===== config.mk =====
export PLATFORM = sky130hd
export DESIGN_NAME = spi_fpga_slave_sync
export DESIGN_NICKNAME = d
export VERILOG_FILES = /design/src/rtl/spi_fpga_slave_sync_pkg.sv /design/src/rtl/spi_fpga_slave_sync_edge.sv /design/src/rtl/spi_fpga_slave_sync.sv
export SDC_FILE = /design/constraint.sdc
export NUM_CORES = 1
export LEC_CHECK = 0
export ABC_AREA = 1
export CAP_MARGIN = 20
export CELL_PAD_IN_SITES_DETAIL_PLACEMENT = 0
export CELL_PAD_IN_SITES_GLOBAL_PLACEMENT = 1
export CORE_MARGIN = 5
export CORE_UTILIZATION = 35
export DETAILED_ROUTE_END_ITERATION = 8
export PLACE_DENSITY_LB_ADDON = 0.12
export SYNTH_ARGS = -nofsm -noshare
export SYNTH_HDL_FRONTEND = slang
export SYNTH_HIERARCHICAL = 1
export SYNTH_SLANG_ARGS = --single-unit

===== constraint.sdc =====
create_clock -name IN_CLK -period 1.3 [get_ports IN_CLK]
set_input_delay 0.195 -clock IN_CLK [delete_from_list [all_inputs] [get_ports IN_CLK]]
set_output_delay 0.195 -clock IN_CLK [all_outputs]
set_load 0.02 [all_outputs]

===== src/rtl/spi_fpga_slave_sync_pkg.sv =====
// Shared types and helpers for the oversampled SPI slave.
package spi_fpga_slave_sync_pkg;

  // Frame state: waiting for chip select, or inside a frame.
  typedef enum logic {
    ST_IDLE   = 1'b0,
    ST_ACTIVE = 1'b1
  } state_t;

  // SPI mode encoding {CPOL, CPHA}.
  typedef enum logic [1:0] {
    MODE_0 = 2'b00,
    MODE_1 = 2'b01,
    MODE_2 = 2'b10,
    MODE_3 = 2'b11
  } spi_mode_t;

  localparam int MODE_CPOL_BIT = 1;
  localparam int MODE_CPHA_BIT = 0;

  // Width of a bit counter that counts 0 .. pack_length-1.
  function automatic int cnt_width(input int pack_length);
    return (pack_length <= 2) ? 1 : $clog2(pack_length);
  endfunction

endpackage


===== src/rtl/spi_fpga_slave_sync_edge.sv =====
// N-stage synchroniser for one asynchronous bus line, plus a one-cycle
// pulse whenever the synchronised level changes.
module spi_fpga_slave_sync_edge #(
  parameter int   STAGES    = 2,
  parameter logic RESET_VAL = 1'b0
) (
  input  logic clk,
  input  logic srst,
  input  logic din,
  output logic level,
  output logic toggle
);

  logic [STAGES-1:0] sync_reg;
  logic              prev_reg;

  // Shift the raw input through the synchroniser and remember the last level.
  always_ff @(posedge clk) begin
    if (srst) begin
      sync_reg <= {STAGES{RESET_VAL}};
      prev_reg <= RESET_VAL;
    end else begin
      sync_reg <= {sync_reg[STAGES-2:0], din};
      prev_reg <= sync_reg[STAGES-1];
    end
  end

  assign level  = sync_reg[STAGES-1];
  assign toggle = sync_reg[STAGES-1] ^ prev_reg;

endmodule


===== src/rtl/spi_fpga_slave_sync.sv =====
// SPI slave, run-time selectable CPOL/CPHA, bus oversampled in IN_CLK.
// Multi-word frames per CS assertion, one-word TX holding register.
module spi_fpga_slave_sync
  import spi_fpga_slave_sync_pkg::*;
#(
  parameter int PACK_LENGTH = 8,
  parameter int SYNC_STAGES = 2,
  parameter bit MSB_FIRST   = 1'b1
) (
  input  logic                   IN_CLK,
  input  logic                   IN_RESET,
  input  logic                   IN_CPOL,
  input  logic                   IN_CPHA,
  input  logic [PACK_LENGTH-1:0] IN_TRANSMIT_DATA,
  input  logic                   IN_TRANSMIT_VALID,
  output logic                   OUT_TRANSMIT_READY,
  input  logic                   SCLK,
  input  logic                   CS,
  input  logic                   MOSI,
  output logic                   MISO,
  output logic                   OUT_MISO_OE,
  output logic [PACK_LENGTH-1:0] OUT_RECEIVE_DATA,
  output logic                   OUT_DATA_READY,
  output logic                   OUT_TX_UNDERRUN,
  output logic                   OUT_FRAME_ERROR,
  output logic                   OUT_BUSY
);

  localparam int               CNT_W    = cnt_width(PACK_LENGTH);
  localparam logic [CNT_W-1:0] LAST_BIT = CNT_W'(PACK_LENGTH - 1);

  logic sclk_level, sclk_toggle, cs_level, cs_toggle;
  logic [SYNC_STAGES-1:0] mosi_sync_reg;
  logic mosi_bit, cs_fall, cs_rise;

  state_t    state_reg, state_next;
  spi_mode_t mode_reg, mode_next;
  logic [1:0] mode_bits;
  logic cpol_act, cpha_act, lead_edge, trail_edge, sample_edge, shift_edge;
  logic do_load, do_shift, do_sample, do_abort;

  logic [CNT_W-1:0]       cnt_reg;
  logic [PACK_LENGTH-1:0] tx_shift_reg, rx_shift_reg, hold_data_reg, rx_data_reg;
  logic [PACK_LENGTH-1:0] tx_shifted, rx_next;
  logic hold_full_reg, ready_reg, hold_write, full_next, tx_bit;
  logic data_ready_reg, underrun_reg, frame_error_reg;

  // CS idles high, so its synchroniser resets to 1 to avoid a false edge.
  spi_fpga_slave_sync_edge #(.STAGES(SYNC_STAGES), .RESET_VAL(1'b0)) u_sclk_sync (
    .clk(IN_CLK), .srst(IN_RESET), .din(SCLK), .level(sclk_level), .toggle(sclk_toggle)
  );
  spi_fpga_slave_sync_edge #(.STAGES(SYNC_STAGES), .RESET_VAL(1'b1)) u_cs_sync (
    .clk(IN_CLK), .srst(IN_RESET), .din(CS), .level(cs_level), .toggle(cs_toggle)
  );

  // MOSI needs no edge detect; same depth keeps it aligned with SCLK.
  always_ff @(posedge IN_CLK) begin
    if (IN_RESET) mosi_sync_reg <= '0;
    else          mosi_sync_reg <= {mosi_sync_reg[SYNC_STAGES-2:0], MOSI};
  end

  assign mosi_bit = mosi_sync_reg[SYNC_STAGES-1];
  assign cs_fall  = cs_toggle & ~cs_level;
  assign cs_rise  = cs_toggle & cs_level;

  // Edge roles come from the mode latched at frame start, not the live inputs.
  assign mode_bits   = mode_reg;
  assign cpol_act    = mode_bits[MODE_CPOL_BIT];
  assign cpha_act    = mode_bits[MODE_CPHA_BIT];
  assign lead_edge   = sclk_toggle & (sclk_level != cpol_act);
  assign trail_edge  = sclk_toggle & (sclk_level == cpol_act);
  assign sample_edge = cpha_act ? trail_edge : lead_edge;
  assign shift_edge  = cpha_act ? lead_edge : trail_edge;

  // Bit-order dependent shift paths.
  generate
    if (MSB_FIRST) begin : g_msb
      assign tx_bit     = tx_shift_reg[PACK_LENGTH-1];
      assign tx_shifted = {tx_shift_reg[PACK_LENGTH-2:0], 1'b0};
      assign rx_next    = {rx_shift_reg[PACK_LENGTH-2:0], mosi_bit};
    end else begin : g_lsb
      assign tx_bit     = tx_shift_reg[0];
      assign tx_shifted = {1'b0, tx_shift_reg[PACK_LENGTH-1:1]};
      assign rx_next    = {mosi_bit, rx_shift_reg[PACK_LENGTH-1:1]};
    end
  endgenerate

  // Frame state and latched mode.
  always_ff @(posedge IN_CLK) begin
    if (IN_RESET) begin
      state_reg <= ST_IDLE;
      mode_reg  <= MODE_0;
    end else begin
      state_reg <= state_next;
      mode_reg  <= mode_next;
    end
  end

  // Next state and per-cycle datapath commands; SCLK ignored while idle.
  always_comb begin
    state_next = state_reg;
    mode_next  = mode_reg;
    do_load    = 1'b0;
    do_shift   = 1'b0;
    do_sample  = 1'b0;
    do_abort   = 1'b0;
    case (state_reg)
      ST_IDLE: begin
        if (cs_fall) begin
          state_next = ST_ACTIVE;
          mode_next  = spi_mode_t'({IN_CPOL, IN_CPHA});
          do_load    = ~IN_CPHA;
        end
      end
      ST_ACTIVE: begin
        if (cs_rise) begin
          state_next = ST_IDLE;
          do_abort   = 1'b1;
        end else begin
          do_sample = sample_edge;
          do_load   = shift_edge & (cnt_reg == '0);
          do_shift  = shift_edge & (cnt_reg != '0);
        end
      end
      default: state_next = ST_IDLE;
    endcase
  end

  // A write only happens while empty, so it never collides with a consume.
  assign hold_write = IN_TRANSMIT_VALID & ready_reg;
  assign full_next  = hold_write | (hold_full_reg & ~do_load);

  // Holding register, shift registers, bit counter and status pulses.
  always_ff @(posedge IN_CLK) begin
    if (IN_RESET) begin
      hold_data_reg   <= '0;
      hold_full_reg   <= 1'b0;
      ready_reg       <= 1'b0;
      tx_shift_reg    <= '0;
      rx_shift_reg    <= '0;
      rx_data_reg     <= '0;
      cnt_reg         <= '0;
      data_ready_reg  <= 1'b0;
      underrun_reg    <= 1'b0;
      frame_error_reg <= 1'b0;
    end else begin
      data_ready_reg  <= 1'b0;
      underrun_reg    <= 1'b0;
      frame_error_reg <= 1'b0;
      hold_full_reg   <= full_next;
      ready_reg       <= ~full_next;
      if (hold_write) hold_data_reg <= IN_TRANSMIT_DATA;
      if (do_load) begin
        tx_shift_reg <= hold_full_reg ? hold_data_reg : '0;
        underrun_reg <= ~hold_full_reg;
      end else if (do_shift) begin
        tx_shift_reg <= tx_shifted;
      end
      if (do_sample) begin
        rx_shift_reg <= rx_next;
        if (cnt_reg == LAST_BIT) begin
          cnt_reg        <= '0;
          rx_data_reg    <= rx_next;
          data_ready_reg <= 1'b1;
        end else begin
          cnt_reg <= cnt_reg + CNT_W'(1);
        end
      end
      if (do_abort) begin
        cnt_reg         <= '0;
        rx_shift_reg    <= '0;
        frame_error_reg <= (cnt_reg != '0);
      end
    end
  end

  assign OUT_MISO_OE        = ~cs_level;
  assign MISO               = OUT_MISO_OE & tx_bit;
  assign OUT_TRANSMIT_READY = ready_reg;
  assign OUT_RECEIVE_DATA   = rx_data_reg;
  assign OUT_DATA_READY     = data_ready_reg;
  assign OUT_TX_UNDERRUN    = underrun_reg;
  assign OUT_FRAME_ERROR    = frame_error_reg;
  assign OUT_BUSY           = (state_reg == ST_ACTIVE);

endmodule

==> flow_results.org <==
** Run status
- Status :: finished with violations
- Violations in the final reports :: negative setup slack

** Logic synthesis
- In the post-synthesis netlist, the biggest area contributors are dfxtp_1 48%, nand2_1 8.2%, inv_1 7.3%, nor2_1 7.0%, nand3_1 4.5%.
- Of the total synthesized cell area, the portion taken by AND, OR, NAND and NOR gates is 0.2890.
- The share of the Yosys chip area taken by registers is 0.4776.
- Average instance area after synthesis :: just under 8 um2
- Yosys mapped the design onto 28 distinct sky130hd cell types.
- Number of standard cells after synthesis :: 270
- Post-synthesis net count :: 289
- During synthesis, Yosys emitted a total of 6 warnings.
- Compound-gate portion of the synthesized area :: 0.1122
- Area fraction of the dominant cell type after synthesis :: 0.4776
- Multiplexer area fraction after synthesis :: 0
- Post-synth design cell area :: around 2100 um2
- Synthesized-area fraction occupied by adder cells :: 0.01791
- Library cell with the largest summed area after synthesis :: dfxtp_1
- Post-synthesis sequential element count :: 50
- Post-Synth XOR/XNOR Area :: 0
- After synthesis, the largest family of logic cells by area is simple AND/OR/NAND/NOR gates.

** Global routing
- Most crowded layer after global routing :: met2
- Summed over all layers, the global routing overflow is 0.
- Met1 track demand over resource in global routing :: 0.1605
- GRT met3 Usage :: 0.02838
- The first global-routing pass estimated 7645 um of wire.
- In the global route stage, overall resource usage came out at 0.1272.
- Pin count of the biggest net entering global routing :: 19
- For this run, global-route usage on met2 was measured as 0.2158.
- Initial antenna violation count :: 0
- Number of global-route vias before repair :: roughly 1700

** STA
- Headroom to the max-slew limit came out at 0.7898.
- Slew at the pin closest to its max-slew limit :: 314.9 ps
- Dividing the final minimum period by the clock period gives 1.078.
- Total count of max-transition violations in the final report :: 0
- Setup slack on the critical path of the routed design comes to -101.9 ps.
- Clk_skew :: between 6 and 7 ps
- Highest achievable clock rate :: 713.3 MHz
- Post-route minimum period :: 1402 ps
- Final Hold Viols :: 0
- Worst hold margin :: 406.9 ps
- Setup violations remaining at the end of the flow were counted as 21.
- Unrepaired setup endpoints after global routing :: yes

** Placement
- After detailed placement, the total cell area comes to 2571 um2.
- The number of placed instances, taps included, is 385.
- Buffers placed on the I/O ports in this run total 30.
- Weighted congestion at the end of routability-driven global placement :: 0.7208
- Detailed placement finished with a half-perimeter wire length of 3309 um.

** Worst setup path
- At the worst endpoint, the arrival time is 1650 ps.
- Most used cell, CP :: nand2_4
- Crit-path slowest cell :: dfxtp_4
- Critical path startpoint category :: flip-flop
- Worst EP required :: 1550 ps
- Critical path class :: flip-flop to flip-flop
- Walking the worst path, the cells encountered are inv_2, nand2_2, nand2_4, nand2_2, nand2_4, inv_4, nand3_4, nor2_4, nand2_4, clkinv_2, nand2_1, nand2_1.
- Largest stage delay on the critical path :: 380 ps
- The worst setup path is captured at a flip-flop.
- The cell family contributing the most delay on the critical path is simple AND/OR/NAND/NOR gates.
- Buffer and inverter count on the worst path :: 3
- Max FO, Critical Path :: 7

** Clock tree
- Total number of clock tree sinks :: 50
- Hold repair after CTS inserted 0 buffers.
- The clock passes through at most 2 buffers.
- TritonCTS built the clock tree.
- After clock tree synthesis, the clock-pin slew on the worst setup and hold paths is 90 ps.
- CTS placed an instance of clkbuf_8 at the clock tree root.
- Source-to-sink clock delay at the later pin of the worst-skew pair :: approximately 300 ps
- Counting the buffers created by CTS gives 5.
- CTS HTree Levels :: 2

** Die
- The die covers 7635 um2.
- I/O pin count :: 31
- The floorplan step set the die width to just under 90 um.
- Initial Util :: 0.3561
- Floorplan core area :: about 5900 um2
- The floorplan step set the die height to 87.38 um.
- After floorplanning, the core was divided into 28 placement rows.

** Finish
- In the final layout, the multi-input gates occupy 1028 um2.
- Once layout is complete, the cells apart from fillers number ~400.
- Antenna diodes :: 0
- The layout has 589 filler cells.
- Design area :: 2838 um2
- After the last flow step, the layout net total stands at between 300 and 400.
- Relative to the synthesized area, the layout overhead comes to 35.40%.
- In the final layout, the share of cells above drive strength 1 is 0.3012.
- Register cell area after layout :: 1010 um2

** Detailed routing
- Antenna violation net count after detailed routing :: 0
- After detailed routing, the average wire length per cell comes to 11.47 um.
- Post-DR vias/cell :: 4.401
- Wires add up to between 4000 and 5000 um.
- DR DRC count :: 0
- The pre-antenna-repair detailed-routing pass consisted of 4 iterations.
- The final route contains 1747 vias.
- In this run, the number of DRC markers left after iteration 0 of detailed routing was just over 60.

** Job
- Max_cap viols :: 0

** Power and ir drop
- For this design the total switching power over the nets is 701.2 uW.
- In this run the static leakage power is 0.001377 uW.
- The internal power of the cells totals 2074 uW.
- Clock Power Share :: 0.324
- Of the total power, the share spent switching nets is 0.2527.
- Power per cell area :: 978.0 nW/um2
- Of the total power, registers draw 0.577.
- Of the total power, combinational logic draws 0.100.
- IR analysis of the VDD net gives a maximum drop of 0.5312 mV.

** Min path
- The path class of the tightest hold or removal check is flip-flop to flip-flop.
timing repair:
action,4_1_cts,5_1_grt
setup buffers,1,3
pin swaps,16,20
setup endpoints to repair,43,34
gates resized for setup,52,31
cloned,1,0
layout by cell type, fill, tap and decap left out, types with 2 or more instances in the layout:
cell / netlist / final
or2_1: 3 / 3
ha_1: 3 / 2
nor2_1: 39 / 33
nand3_1: 19 / 13
nand3_2: 1 / 7
inv_2: 4 / 5
o21ai_2: 3 / 8
dfxtp_2: 0 / 4
a21oi_1: 12 / 11
nand2_2: 4 / 14
buf_4: 0 / 18
a211oi_2: 0 / 2
clkbuf_8: 0 / 5
nor2_2: 1 / 7
inv_1: 41 / 37
buf_6: 2 / 2
clkdlybuf4s50_1: 0 / 15
dfxtp_1: 50 / 45
o21ai_0: 18 / 10
nand2_1: 46 / 33
clkinv_2: 1 / 2
inv_4: 0 / 3
dlygate4sd2_1: 0 / 13
nand2_4: 3 / 7
o21ai_1: 4 / 6
nor2_4: 2 / 2
tightest hold or removal path, stage by stage, from the launching register on:
cell and delay [ps]:
dfxtp_1 310, inv_1 40, nor2_1 30
per-stage QoR:
stage	setup slack, ps	power [uW]	TNS, ps	util
after global routing	-212.3	2898	-4221	0.4821
after detailed placement	-100.9	1889	-2120	0.4369
after global placement	-93.59	1888	-1870	0.4369
after CTS	-95.48	2790	-1443	0.4668
after floorplan	-23.98	1770	-122.7	-
final	-101.9	2775	-1113	0.4821
cell usage after synthesis (all sizes together):
| library cell | number |
|---|---|
| nand2 | 54 |
| dfxtp | 50 |
| inv | 45 |
| nor2 | 42 |
| o21ai | 25 |
| nand3 | 21 |
| a21oi | 13 |
| buf | 6 |
| a211oi | 3 |
| ha | 3 |
| or2 | 3 |
| and3 | 1 |
| clkinv | 1 |
| nand3b | 1 |
| nand4 | 1 |
| nor3 | 1 |
power by group through the flow:
stage | clock (uW) | combinational (uW) | sequential [uW]
2_1_floorplan | 0 | 138 | 1630
3_3_place_gp | 0 | 253 | 1640
3_5_place_dp | 0 | 253 | 1640
4_1_cts | 927 | 264 | 1600
5_1_grt | 983 | 310 | 1600
6_report | 898 | 277 | 1600
metal layers:
layer | vias up | wire length [um] | share of wire
li1 | 944 | - | -
met3 | 2 | 96 | 0.021
met2 | 14 | 2256 | 0.50
met1 | 787 | 2173 | 0.48
met4 | 0 | 29 | 0.0064
met5 | - | 0 | 0
worst paths after layout:
check | from | to | slack (ps) | cells after the start
worst min-delay path | u_sclk_sync/sync_reg[0]$_SDFF_PP0_ | u_sclk_sync/sync_reg[1]$_SDFF_PP0_ | 410 | 2
worst max register to register | u_cs_sync/sync_reg[1]$_SDFF_PP1_ | OUT_RECEIVE_DATA[0]$_SDFFE_PP0P_ | -100 | 12
worst max-delay path | u_cs_sync/sync_reg[1]$_SDFF_PP1_ | OUT_RECEIVE_DATA[0]$_SDFFE_PP0P_ | -100 | 12
worst min register to register | u_sclk_sync/sync_reg[0]$_SDFF_PP0_ | u_sclk_sync/sync_reg[1]$_SDFF_PP0_ | 410 | 2
cell families after synthesis:
family                   Yosys count
AO/OA/AOI/OAI                     41
adder cells (fa/ha/maj)            3
buffers and inverters             52
flip-flops                        50
AND/OR/NAND/NOR                  124
layout make-up:
| cell class | instances | area share |
|---|---|---|
| Clock inverter | 2 | 0.004850 |
| Multi-Input combinational cell | 169 | 0.3624 |
| Tap cell | 75 | 0.03307 |
| Timing Repair Buffer | 50 | 0.1556 |
| Sequential cell | 50 | 0.3558 |
| Inverter | 46 | 0.06393 |
| Clock buffer | 5 | 0.02425 |
No activity file was read; power rests on OpenSTA's default activity.
